===== src/rtl/ctx_pkg.sv =====
`default_nettype none
// ============================================================================
// Package : ctx_pkg
// Brief   : Shared types and constants for the context-switch controller.
// Rev     : 1.0  initial release
// ============================================================================
package ctx_pkg;

  // Number of hardware register contexts and the id width that selects one
  localparam int NCTX    = 4;
  localparam int CTX_W   = 2;

  // Architectural register file: 32 registers, x0 included
  localparam int REG_CNT = 32;
  localparam int REG_AW  = 5;

  // Context memory address is {ctx, reg index}
  localparam int CM_AW   = CTX_W + REG_AW;

  // Walk index must reach REG_CNT (one beyond the last register) during restore
  localparam int IDX_W   = 6;

  typedef enum logic [1:0] {
    ST_IDLE    = 2'd0,
    ST_SAVE    = 2'd1,
    ST_RESTORE = 2'd2,
    ST_DONE    = 2'd3
  } ctx_state_e;

endpackage : ctx_pkg
`default_nettype wire


===== src/rtl/ctx_switch_ctrl.sv =====
`default_nettype none
// ============================================================================
// Module  : ctx_switch_ctrl
// Brief   : Saves the live register file into an external context memory and
//           restores another context from it, stalling the pipeline while the
//           register file is owned by the controller.
// Rev     : 1.0  initial release
// ============================================================================
module ctx_switch_ctrl
  import ctx_pkg::*;
#(
  parameter int NCTX  = ctx_pkg::NCTX,
  parameter int CTX_W = ctx_pkg::CTX_W
) (
  input  logic                     CLK,
  input  logic                     RESET,

  // Switch request handshake
  input  logic                     SW_REQ,
  input  logic [CTX_W-1:0]         OLD_CTX,
  input  logic [CTX_W-1:0]         NEW_CTX,
  output logic                     SW_ACK,
  output logic                     BUSY,

  // Pipeline write port
  input  logic                     CPU_WRITE,
  input  logic [REG_AW-1:0]        CPU_INADDRESS,
  input  logic [31:0]              CPU_IN,

  // Muxed register-file write port
  output logic                     RF_WRITE,
  output logic [REG_AW-1:0]        RF_INADDRESS,
  output logic [31:0]              RF_IN,

  // Register-file read port used while saving
  output logic [REG_AW-1:0]        RF_RDADDR,
  input  logic [31:0]              RF_RDDATA,

  // External context memory
  output logic [CTX_W+REG_AW-1:0]  CM_ADDR,
  output logic                     CM_WE,
  output logic [31:0]              CM_WDATA,
  input  logic [31:0]              CM_RDATA
);

  // Last index of the save walk, and the extra restore step that drains the
  // one-cycle read latency of the context memory
  localparam logic [IDX_W-1:0] c_save_last = IDX_W'(REG_CNT - 1);
  localparam logic [IDX_W-1:0] c_rest_last = IDX_W'(REG_CNT);

  ctx_state_e         state_q, state_d;
  logic [IDX_W-1:0]   idx_q,   idx_d;
  logic [CTX_W-1:0]   old_q,   old_d;
  logic [CTX_W-1:0]   new_q,   new_d;

  logic [CTX_W-1:0]   w_old_ctx;
  logic [CTX_W-1:0]   w_new_ctx;
  logic [IDX_W-1:0]   w_idx_m1;

  // When fewer contexts exist than the id width can encode, out-of-range ids
  // are clamped to the last real context so the memory is never overrun.
  if (NCTX == (1 << CTX_W)) begin : g_ids_full
    assign w_old_ctx = OLD_CTX;
    assign w_new_ctx = NEW_CTX;
  end else begin : g_ids_clamp
    localparam logic [CTX_W-1:0] c_last_ctx = CTX_W'(NCTX - 1);
    assign w_old_ctx = (OLD_CTX > c_last_ctx) ? c_last_ctx : OLD_CTX;
    assign w_new_ctx = (NEW_CTX > c_last_ctx) ? c_last_ctx : NEW_CTX;
  end

  // Restore writes trail the memory read by one cycle
  assign w_idx_m1 = idx_q - IDX_W'(1);

  // State, walk index and latched context ids; reset acts without a clock
  always_ff @(posedge CLK or posedge RESET) begin
    if (RESET) begin
      state_q <= ST_IDLE;
      idx_q   <= '0;
      old_q   <= '0;
      new_q   <= '0;
    end else begin
      state_q <= state_d;
      idx_q   <= idx_d;
      old_q   <= old_d;
      new_q   <= new_d;
    end
  end

  // Next-state: accept a request, walk 32 saves, 33 restore steps, then ack
  always_comb begin
    state_d = state_q;
    idx_d   = idx_q;
    old_d   = old_q;
    new_d   = new_q;
    case (state_q)
      ST_IDLE: begin
        if (SW_REQ) begin
          old_d   = w_old_ctx;
          new_d   = w_new_ctx;
          idx_d   = '0;
          state_d = (w_old_ctx == w_new_ctx) ? ST_DONE : ST_SAVE;
        end
      end
      ST_SAVE: begin
        if (idx_q == c_save_last) begin
          idx_d   = '0;
          state_d = ST_RESTORE;
        end else begin
          idx_d   = idx_q + IDX_W'(1);
        end
      end
      ST_RESTORE: begin
        if (idx_q == c_rest_last) begin
          idx_d   = '0;
          state_d = ST_DONE;
        end else begin
          idx_d   = idx_q + IDX_W'(1);
        end
      end
      ST_DONE: begin
        state_d = ST_IDLE;
      end
      default: begin
        state_d = ST_IDLE;
      end
    endcase
  end

  // Outputs: CPU pass-through when idle, controller owns the ports otherwise
  always_comb begin
    SW_ACK       = 1'b0;
    BUSY         = 1'b1;
    RF_WRITE     = 1'b0;
    RF_INADDRESS = CPU_INADDRESS;
    RF_IN        = CPU_IN;
    RF_RDADDR    = '0;
    CM_ADDR      = '0;
    CM_WE        = 1'b0;
    CM_WDATA     = RF_RDDATA;
    case (state_q)
      ST_IDLE: begin
        BUSY     = 1'b0;
        // A write during reset must not reach the register file
        RF_WRITE = CPU_WRITE & ~RESET;
      end
      ST_SAVE: begin
        RF_RDADDR = idx_q[REG_AW-1:0];
        CM_ADDR   = {old_q, idx_q[REG_AW-1:0]};
        CM_WE     = 1'b1;
      end
      ST_RESTORE: begin
        // At the final drain step the address wraps to 0; the read is unused
        CM_ADDR      = {new_q, idx_q[REG_AW-1:0]};
        RF_WRITE     = (idx_q != '0);
        RF_INADDRESS = w_idx_m1[REG_AW-1:0];
        RF_IN        = CM_RDATA;
      end
      ST_DONE: begin
        SW_ACK = 1'b1;
      end
      default: begin
        BUSY = 1'b1;
      end
    endcase
  end

endmodule : ctx_switch_ctrl
`default_nettype wire


===== config.mk =====
export PLATFORM = sky130hd
export DESIGN_NAME = ctx_switch_ctrl
export DESIGN_NICKNAME = d
export VERILOG_FILES = /design/src/rtl/ctx_pkg.sv /design/src/rtl/ctx_switch_ctrl.sv
export SDC_FILE = /design/constraint.sdc
export NUM_CORES = 1
export LEC_CHECK = 0
export BUFFER_PORTS_ARGS = -buffer_cell sky130_fd_sc_hd__buf_4
export CAP_MARGIN = 10
export CORE_ASPECT_RATIO = 0.9
export CORE_UTILIZATION = 31
export CTS_CLUSTER_DIAMETER = 40
export CTS_CLUSTER_SIZE = 12
export DETAILED_ROUTE_END_ITERATION = 16
export PLACE_DENSITY = 0.79
export RECOVER_POWER = 50
export SYNTH_ARGS = -nofsm -noshare
export SYNTH_HDL_FRONTEND = slang
export SYNTH_SLANG_ARGS = --single-unit

===== constraint.sdc =====
create_clock -name CLK -period 1.6 [get_ports CLK]
set_input_delay 0.4 -clock CLK [delete_from_list [all_inputs] [get_ports CLK]]
set_output_delay 0.4 -clock CLK [all_outputs]
set_load 0.005 [all_outputs]

==> metrics, run 1 <==
status=finished, violations left; failing checks=setup timing; Worst Path Arrival=1650 ps; drt first pass iters=4; Max Fclk=0.488 GHz; relative slew slack=0.591; Pwr Density=1540 mW/mm2; DRC Markers=0; critical path type=register to output pin; clock transition at the registers of the reported paths=50 ps; Tot GR Track Use=0.209; CP cell instances=inv_2, ha_4, nor4b_4, or2b_1, a32o_1, buf_4; Commonest cells post-synth=mux2_2 (37), buf_4 (33), nand2_1 (14); TritonCTS clock tree=built; Initial Utilization=0.333; Routed WL per cell=18.1 um; Syn Std Cell Area=0.00166 mm2; Worst path slowest cell=dfrtp_1; Worst-Skew Late Latency=240 ps; VDD IR max=0.00104 V; Tmin final=2050 ps; Total Neg Setup Slack=-18440 ps; die width=79.1 um; fill count=353; Slew @ Worst Pin=613 ps; Max Cap Viol=0; # nets final=439; min-delay worst type=primary input to async pin; pre-CTS setup slack=-180 ps; Startpoint Class=register; syn_nets=299; Worst setup EP type=output pin; setup violators final=60; Root Buffer=clkbuf_8; grt ovf=0; Leak=1.71 nW; via count=1898; RSZ-0062 raised after global routing=yes; Setup Skew=3.27 ps; Inserted Clock Buffers=3; Antenna diodes=0; EDFF count, synth=0; pin count of the biggest net entering global routing=17; synth warn=0; Seq/Total Area, Yosys=0.181; Routability Congestion=0.892; synthesis-stage register bit count=12; die area=0.00565 mm2; vias in the first global route=1850; fin worst setup slack=-451 ps; Max Root-Sink Buffers=2; Synth cell types=40; Worst EP required=1200 ps; Via density=4.93; first-pass GRT wire length=9.25 mm; initial antenna violation count=0; Detailed Route WL=6.97 mm; Mapped Cells=182; Clock Sinks=12; Syn Area/Cell=9.12 um2; PortBufs=129; Async S/R FF share, synth=1.00; crit share post-route=1.28; post-synth top area share=0.251; DRT iter0 DRCs=30; count leader, synth=mux2_2; post-route ant nets=0; core area=0.00498 mm2; Main synth FF type=dfrtp_1; H-Tree Depth=1; Final Max Slew Viols=0; Ports=194; final instance area=0.00351 mm2; Final Hold Viols=0; Yosys top cell by area=mux2_2; CP peak stage delay=390 ps; area grow syn2layout=111%; Die H=71.4 um; Critical Path Fanout Max=2; Core Util, Final=0.703; Rows=24; hpwl dp=4.64 mm; area of placed instances=0.00275 mm2; share of cells above drive strength 1=0.841; dominant cells by area after synthesis=mux2_2 (25%), dfrtp_1 (18%), buf_4 (15%); total power=5.40 mW
placed cells by master (no fill, tap or decap), types with 2 or more instances in the layout:
cell type	n
buf_12	4
o211ai_1	2
nor2_1	2
ha_4	6
mux2_2	4
clkbuf_8	3
o311ai_2	2
a21oi_2	3
nor3_1	2
or2_2	2
nand2_4	3
xor2_1	2
buf_4	109
dfrtp_1	12
nor2b_1	3
a21oi_4	2
clkbuf_16	2
xnor2_1	2
nand2_1	11
mux2_4	33
inv_2	3
a22oi_2	2
inv_1	3
and2_4	10
buf_8	3
buf_6	56
o21ai_2	3
ha_1	2
nor2_4	3
layer usage:
metal	wire [um]	vias up	global-route usage
met5	0	-	0
met4	116	0	0.0525
met3	676	13	0.0701
met2	3450	107	0.363
met1	2730	905	0.247
li1	-	873	-
cells by family (layout without fill, tap and decap cells):
group / count (synthesis) / in the layout / share of synthesized area
AO/OA/AOI/OAI: 25 / 25 / 0.112
XOR/XNOR: 5 / 5 / 0.0264
adder cells (fa/ha/maj): 8 / 8 / 0.0603
buffers and inverters: 49 / 187 / 0.210
flip-flops: 12 / 12 / 0.181
multiplexers: 38 / 38 / 0.257
AND/OR/NAND/NOR: 45 / 45 / 0.154
area by class of cell:
| class | count | area [um2] | area share |
|---|---|---|---|
| flip-flops and latches | 12 | 300 | 0.0857 |
| multi-input cells | 121 | 1410 | 0.401 |
| inverters | 8 | 40.0 | 0.0114 |
| well taps | 65 | 81.3 | 0.0232 |
| repair buffers | 176 | 1640 | 0.466 |
| clock buffers | 3 | 41.3 | 0.0118 |
critical path: cells and delay by family (launching register included):
kind            cells  cell delay, ps
simple gates        2             450
flops               1             390
buf+inv             2             230
compound gates      1             210
fa+ha+maj           1             130
registers in the layout, summed over array words and instances (netlist names):
register and flops:
new_q 2, idx_q 6, state_q 2, old_q 2
metrics by stage:
stage                     hold WS (ps)  cells
after floorplan                    273    182
after global placement             456    364
after detailed placement           444    364
after CTS                          187    381
after global routing               416    385
final                              343    385
power by group:
part / switching [mW] / total [mW] / internal (mW)
sequential: 0.0780 / 0.485 / 0.407
combinational: 1.87 / 4.65 / 2.78
clock: 0.100 / 0.265 / 0.165
total: 2.05 / 5.40 / 3.35
final timing paths:
kind	from	to	slack, ps	depth (start not counted)
min reg2reg	old_q[1]	old_q[1]	520	1
max in group asynchronous	RESET	idx_q[4]	860	3
min	RESET	old_q[1]	340	3
min in group CLK	NEW_CTX[0]	new_q[0]	410	2
max reg2reg	state_q[1]	idx_q[2]	-260	9
max	idx_q[1]	RF_WRITE	-450	6
timing repair:
action                                 4_1_cts  5_1_grt
pin swaps                                   11       20
gates cloned                                 2        2
hold buffers                                 0        0
setup endpoints to repair                   58       64
resized for setup                           85       50
setup buffers                               13        7
endpoints found under the hold margin        0        0
(Power assumes the default switching activity.)
==> run 2: changes to the inputs <==
--- a/config.mk
+++ b/config.mk
@@ -7,12 +7,14 @@
 export LEC_CHECK = 0
 export BUFFER_PORTS_ARGS = -buffer_cell sky130_fd_sc_hd__buf_4
 export CAP_MARGIN = 10
+export CELL_PAD_IN_SITES_DETAIL_PLACEMENT = 1
+export CELL_PAD_IN_SITES_GLOBAL_PLACEMENT = 2
 export CORE_ASPECT_RATIO = 0.9
-export CORE_UTILIZATION = 31
+export CORE_UTILIZATION = 14
 export CTS_CLUSTER_DIAMETER = 40
 export CTS_CLUSTER_SIZE = 12
 export DETAILED_ROUTE_END_ITERATION = 16
-export PLACE_DENSITY = 0.79
+export PLACE_DENSITY_LB_ADDON = 0.1
 export RECOVER_POWER = 50
 export SYNTH_ARGS = -nofsm -noshare
 export SYNTH_HDL_FRONTEND = slang
==> metrics, run 2 (same netlist as run 1, synthesis figures left out) <==
Worst EP required=1200 ps (about the same); die width=117 um (+48%); failing checks=setup timing; Setup Skew=2.24 ps (-1.03 ps); pin count of the biggest net entering global routing=14 (-3); reg-to-reg endpoint=idx_q[2]; area of placed instances=0.00284 mm2 (+3.6%); worst r2r src=state_q[0]; Post-Layout Cell Count=476 (+24%); R2R depth=10 (+1); DRC Markers=0 (unchanged); # nets final=438 (-0.23%); final instance area=0.00364 mm2 (+4.0%); Worst-Skew Late Latency=240 ps (about the same); Via density=3.93 (-20%); hold slack final=414 ps (+71.2 ps); relative slew slack=0.488 (-0.103); Core Util, Final=0.317 (-0.386); H-Tree Depth=1 (unchanged); max reg flops=6 (unchanged); pre-CTS setup slack=-214 ps (-34.0 ps); Initial Utilization=0.145 (-0.188); Hold Path Cell Cnt=2; Rows=37 (+54%); Routed WL per cell=16.5 um (-8.9%); RSZ-0062 raised after global routing=yes; post-route ant nets=0 (unchanged); Routability Congestion=0.708 (-21%); DRT iter0 DRCs=16 (-47%); status=finished, violations left; grt ovf=0 (unchanged); via count=1871 (-1.4%); CP peak stage delay=400 ps (about the same); Clock Sinks=12 (unchanged); VDD IR max=0.000519 V (-50%); Biggest register=idx_q; Final Max Slew Viols=0 (unchanged); first-pass GRT wire length=11.2 mm (+21%); Root Buffer=clkbuf_16; setup violators final=60 (unchanged); area grow syn2layout=120%; Leak=1.72 nW (+0.65%); vias in the first global route=2023 (+9.4%); Max Fclk=0.483 GHz (-1.0%); core area=0.0115 mm2 (+130%); TritonCTS clock tree=built; Critical Path Fanout Max=6 (+4); Die H=105 um (+47%); most common cell after layout, fill and taps aside=buf_4; critical path type=register to output pin; drt first pass iters=3 (-1); Tmin final=2070 ps (+20.9 ps); Ports=194 (unchanged); worst reg2reg setup slack=-220 ps (+40 ps); PortBufs=129 (unchanged); cell total after placement=453 (+24%); crit share post-route=1.29 (+0.0131); Total Neg Setup Slack=-20300 ps (-1860 ps); Pwr Density=1540 mW/mm2 (-0.36%); Final Hold Viols=0 (unchanged); Worst path slowest cell=dfrtp_1; Worst Path Arrival=1670 ps (+20 ps); most frequent cells in the layout=buf_4 (102), buf_6 (63), mux2_4 (33); initial antenna violation count=0 (unchanged); Inserted Clock Buffers=3 (unchanged); Hold-fix buffers, CTS=0 (unchanged); fin worst setup slack=-472 ps (-20.9 ps); min-delay worst type=primary input to register; Slew @ Worst Pin=767 ps (+154 ps); Max Root-Sink Buffers=2 (unchanged); hold endpoint=new_q[0]; hpwl dp=6.07 mm (+31%); Max Cap Viol=0 (unchanged); share of cells above drive strength 1=0.828 (-0.0125); Antenna diodes=0 (unchanged); clock transition at the registers of the reported paths=50 ps (about the same); Startpoint Class=register; Worst Hold Launch=NEW_CTX[0]; Worst setup EP type=output pin; Tot GR Track Use=0.118 (-0.0912); total power=5.60 mW (+3.6%); CP cell instances=inv_2, ha_4, buf_12, buf_16, mux2_4, buf_6; Detailed Route WL=7.86 mm (+13%); die area=0.0123 mm2 (+120%)
## run 2: changes by cell type in the layout (fill, tap and decap cells not counted), moves of 3 or more
cell and delta:
buf_4 -7, buf_6 +7, buf_8 -3, clkbuf_16 +3, nand2_2 +3, nand2_4 -3
nor2_4 -3
## run 2: layout make-up
class	count	area [um2]
Clock buffer	4	88.8
Timing Repair Buffer	175	1670
Inverter	8	37.5
Fill cell	1323	7840
Sequential cell	12	303
Multi-Input combinational cell	121	1350
Tap cell	156	195
## run 2: worst max-delay path: cells and delay by family, from the launching register on
family	cells	cell delay, ps
fa+ha+maj	1	250
buf+inv	4	490
flops	1	400
mux	1	300
## run 2: power breakdown
group	leakage [nW]	internal (mW)	switching, mW	total (mW)
Combinational	1.53	2.82	1.77	4.59
Sequential	0.151	0.410	0.0769	0.487
Clock	0.0442	0.378	0.142	0.520
Total	1.72	3.61	1.99	5.60
## run 2: how the worst max path moves through the flow
stage / start / to / slack, ps / cells past startpoint
finish: state_q[0] / RF_IN[3] / -470 / 6
floorplan: idx_q[0] / RF_WRITE / -110 / 5
global placement: state_q[1] / CM_ADDR[3] / -210 / 5
global route: state_q[0] / RF_IN[18] / -510 / 6
detailed placement: state_q[1] / CM_ADDR[3] / -210 / 5
CTS: idx_q[1] / RF_WRITE / -410 / 6
## run 2: what timing repair did
item,in CTS,in global routing
cloned,3,2
hold endpoints to repair,0,0
buffers inserted,13,10
setup endpoints to repair,58,61
resized for setup,91,37
pin swaps,8,18
## run 2: metal layers
metal	vias up	share of wire	GRT usage
li1	876	-	-
met1	889	0.35	0.119
met4	0	0.0085	0.0208
met3	10	0.11	0.0351
met2	96	0.53	0.234
met5	-	0	0
==> run 3: changes to the inputs <==
--- a/config.mk
+++ b/config.mk
@@ -10,6 +10,7 @@
 export CELL_PAD_IN_SITES_DETAIL_PLACEMENT = 1
 export CELL_PAD_IN_SITES_GLOBAL_PLACEMENT = 2
 export CORE_ASPECT_RATIO = 0.9
+export CORE_MARGIN = 8
 export CORE_UTILIZATION = 14
 export CTS_CLUSTER_DIAMETER = 40
 export CTS_CLUSTER_SIZE = 12
==> metrics, run 3 (same netlist as run 1, synthesis figures left out) <==
Routed WL per cell=18.0 um (+8.9%); crit share post-route=1.28 (-0.0142); Tot GR Track Use=0.103 (-0.0154); first-pass GRT wire length=12.5 mm (+12%); Root Buffer=clkbuf_16; sequential share of power=0.084 (-0.003); fin worst setup slack=-449 ps (+22.8 ps); vias in the first global route=2137 (+5.6%); Max Fclk=0.488 GHz (+1.1%); RSZ-0062 raised after global routing=yes; Max Cap Viol=0 (unchanged); Post-Layout Cell Count=482 (+1.3%); Die H=119 um (+13%); via count=1855 (-0.86%); Worst-Skew Late Latency=240 ps (about the same); min-delay worst type=primary input to async pin; Worst path slowest cell=dfrtp_1; initial antenna violation count=0 (unchanged); status=finished, violations left; crit path from=idx_q[0]; share of cells above drive strength 1=0.847 (+0.0185); Biggest register=idx_q; Via density=3.85 (-2.1%); setup violators final=59 (-1.7%); # nets final=444 (+1.4%); Worst Path Arrival=1650 ps (-20 ps); drt first pass iters=2 (-1); Max Root-Sink Buffers=2 (unchanged); Leak=1.78 nW (+3.1%); VDD IR max=0.000495 V (-4.8%); Initial Utilization=0.145 (unchanged); worst reg2reg setup slack=-250 ps (-30 ps); Setup Skew=0.840 ps (-1.40 ps); core area=0.0115 mm2 (unchanged); Slew @ Worst Pin=700 ps (-67.2 ps); TritonCTS clock tree=built; most common cell after layout, fill and taps aside=buf_4; H-Tree Depth=1 (unchanged); CP peak stage delay=380 ps (-20 ps); Pwr Density=1550 mW/mm2 (+0.82%); DRC Markers=0 (unchanged); met1 usage=0.103 (-0.0160); Startpoint Class=register; Final Max Slew Viols=0 (unchanged); Clock Sinks=12 (unchanged); Critical Path Fanout Max=2 (-4); Worst EP required=1200 ps (about the same); Worst setup EP type=output pin; DRT iter0 DRCs=24 (+8); die area=0.0156 mm2 (+27%); die width=131 um (+12%); Comb pwr share=0.827 (+0.007); Rows=37 (unchanged); Antenna diodes=0 (unchanged); PortBufs=129 (unchanged); total power=5.76 mW (+2.9%); Hold-fix buffers, CTS=0 (unchanged); critical path type=register to output pin; post-route ant nets=0 (unchanged); clock share of power=0.089 (-0.004); Most Used Layer, Global Route=met2; Detailed Route WL=8.66 mm (+10%); Ports=194 (unchanged); pin count of the biggest net entering global routing=13 (-1); max reg flops=6 (unchanged); relative slew slack=0.533 (+0.0448); NetSw=2.05 mW (+3.0%); reg-to-reg endpoint=idx_q[5]; CP cell instances=inv_2, ha_4, nor4b_4, or2b_1, a32o_2, buf_6; Inserted Clock Buffers=3 (unchanged); grt met3 use=0.0357 (+0.000605); worst r2r src=state_q[0]; area grow syn2layout=124%; met2 Use GR=0.198 (-0.0361); grt ovf=0 (unchanged); most frequent cells in the layout=buf_4 (101), buf_6 (72), mux2_4 (33); Cell Int Power=3.71 mW (+2.9%); clock transition at the registers of the reported paths=40 ps (about the same); Tmin final=2050 ps (-22.8 ps); hpwl dp=7.39 mm (+22%); Final Hold Viols=0 (unchanged); Routability Congestion=0.797 (+13%); failing checks=setup timing; cell total after placement=463 (+2.2%); R2R depth=10 (unchanged); switching share of power=0.355 (about the same)
run 3: cell types whose count changed in the layout (fill, tap and decap cells not counted), sizes merged:
cell / change
clkbuf: -1
buf: +7
run 3: critical path: cells and delay by family (launching register included):
family	cells	cell delay [ps]
compound gates	1	230
fa+ha+maj	1	130
buf+inv	2	200
flops	1	380
simple gates	2	460
run 3: how the worst max path moves through the flow:
| stage | depth (start not counted) | end | slack, ps |
|---|---|---|---|
| after floorplan | 5 | RF_WRITE | -110 |
| after global placement | 6 | RF_WRITE | -230 |
| after detailed placement | 5 | RF_IN[4] | -240 |
| after CTS | 6 | RF_WRITE | -450 |
| after global routing | 6 | RF_WRITE | -530 |
| final | 6 | RF_WRITE | -450 |
run 3: final cells by class:
type / count / area, um2
inverters: 8 / 37.5
fillers: 1336 / 7760
repair buffers: 181 / 1710
flip-flops and latches: 12 / 300
clock buffers: 4 / 88.8
well taps: 156 / 195
multi-input cells: 121 / 1390
run 3: power groups by stage:
stage / sequential (mW) / clock (mW) / combinational, mW
after global routing: 0.493 / 0.538 / 5.14
after CTS: 0.483 / 0.521 / 4.54
final: 0.485 / 0.511 / 4.76
after detailed placement: 0.470 / 0 / 3.22
after global placement: 0.468 / 0 / 3.26
after floorplan: 0.478 / 0 / 1.70
run 3: through the flow:
| stage | TNS [ps] | instance area (um2) | util | worst slack (ps) | hold WS [ps] |
|---|---|---|---|---|---|
| 2_1_floorplan | -2040 | 1800 | - | -107 | 273 |
| 3_3_place_gp | -8000 | 2920 | 0.254 | -231 | 500 |
| 3_5_place_dp | -9420 | 2920 | 0.254 | -236 | 503 |
| 4_1_cts | -20190 | 3610 | 0.314 | -445 | 252 |
| 5_1_grt | -22220 | 3720 | 0.324 | -527 | 414 |
| 6_report | -18730 | 3720 | 0.324 | -449 | 408 |
run 3: per-layer routing:
metal / vias up / share of wire
met5: - / 0
met4: 0 / 0.0099
li1: 881 / -
met2: 115 / 0.51
met1: 845 / 0.36
met3: 14 / 0.12
run 3: timing repair:
item,CTS,global route
gates resized for setup,112,40
endpoints found under the setup margin,61,65
pin swaps,16,12
cloned,2,1
buffers inserted,18,6
endpoints found under the hold margin,0,0
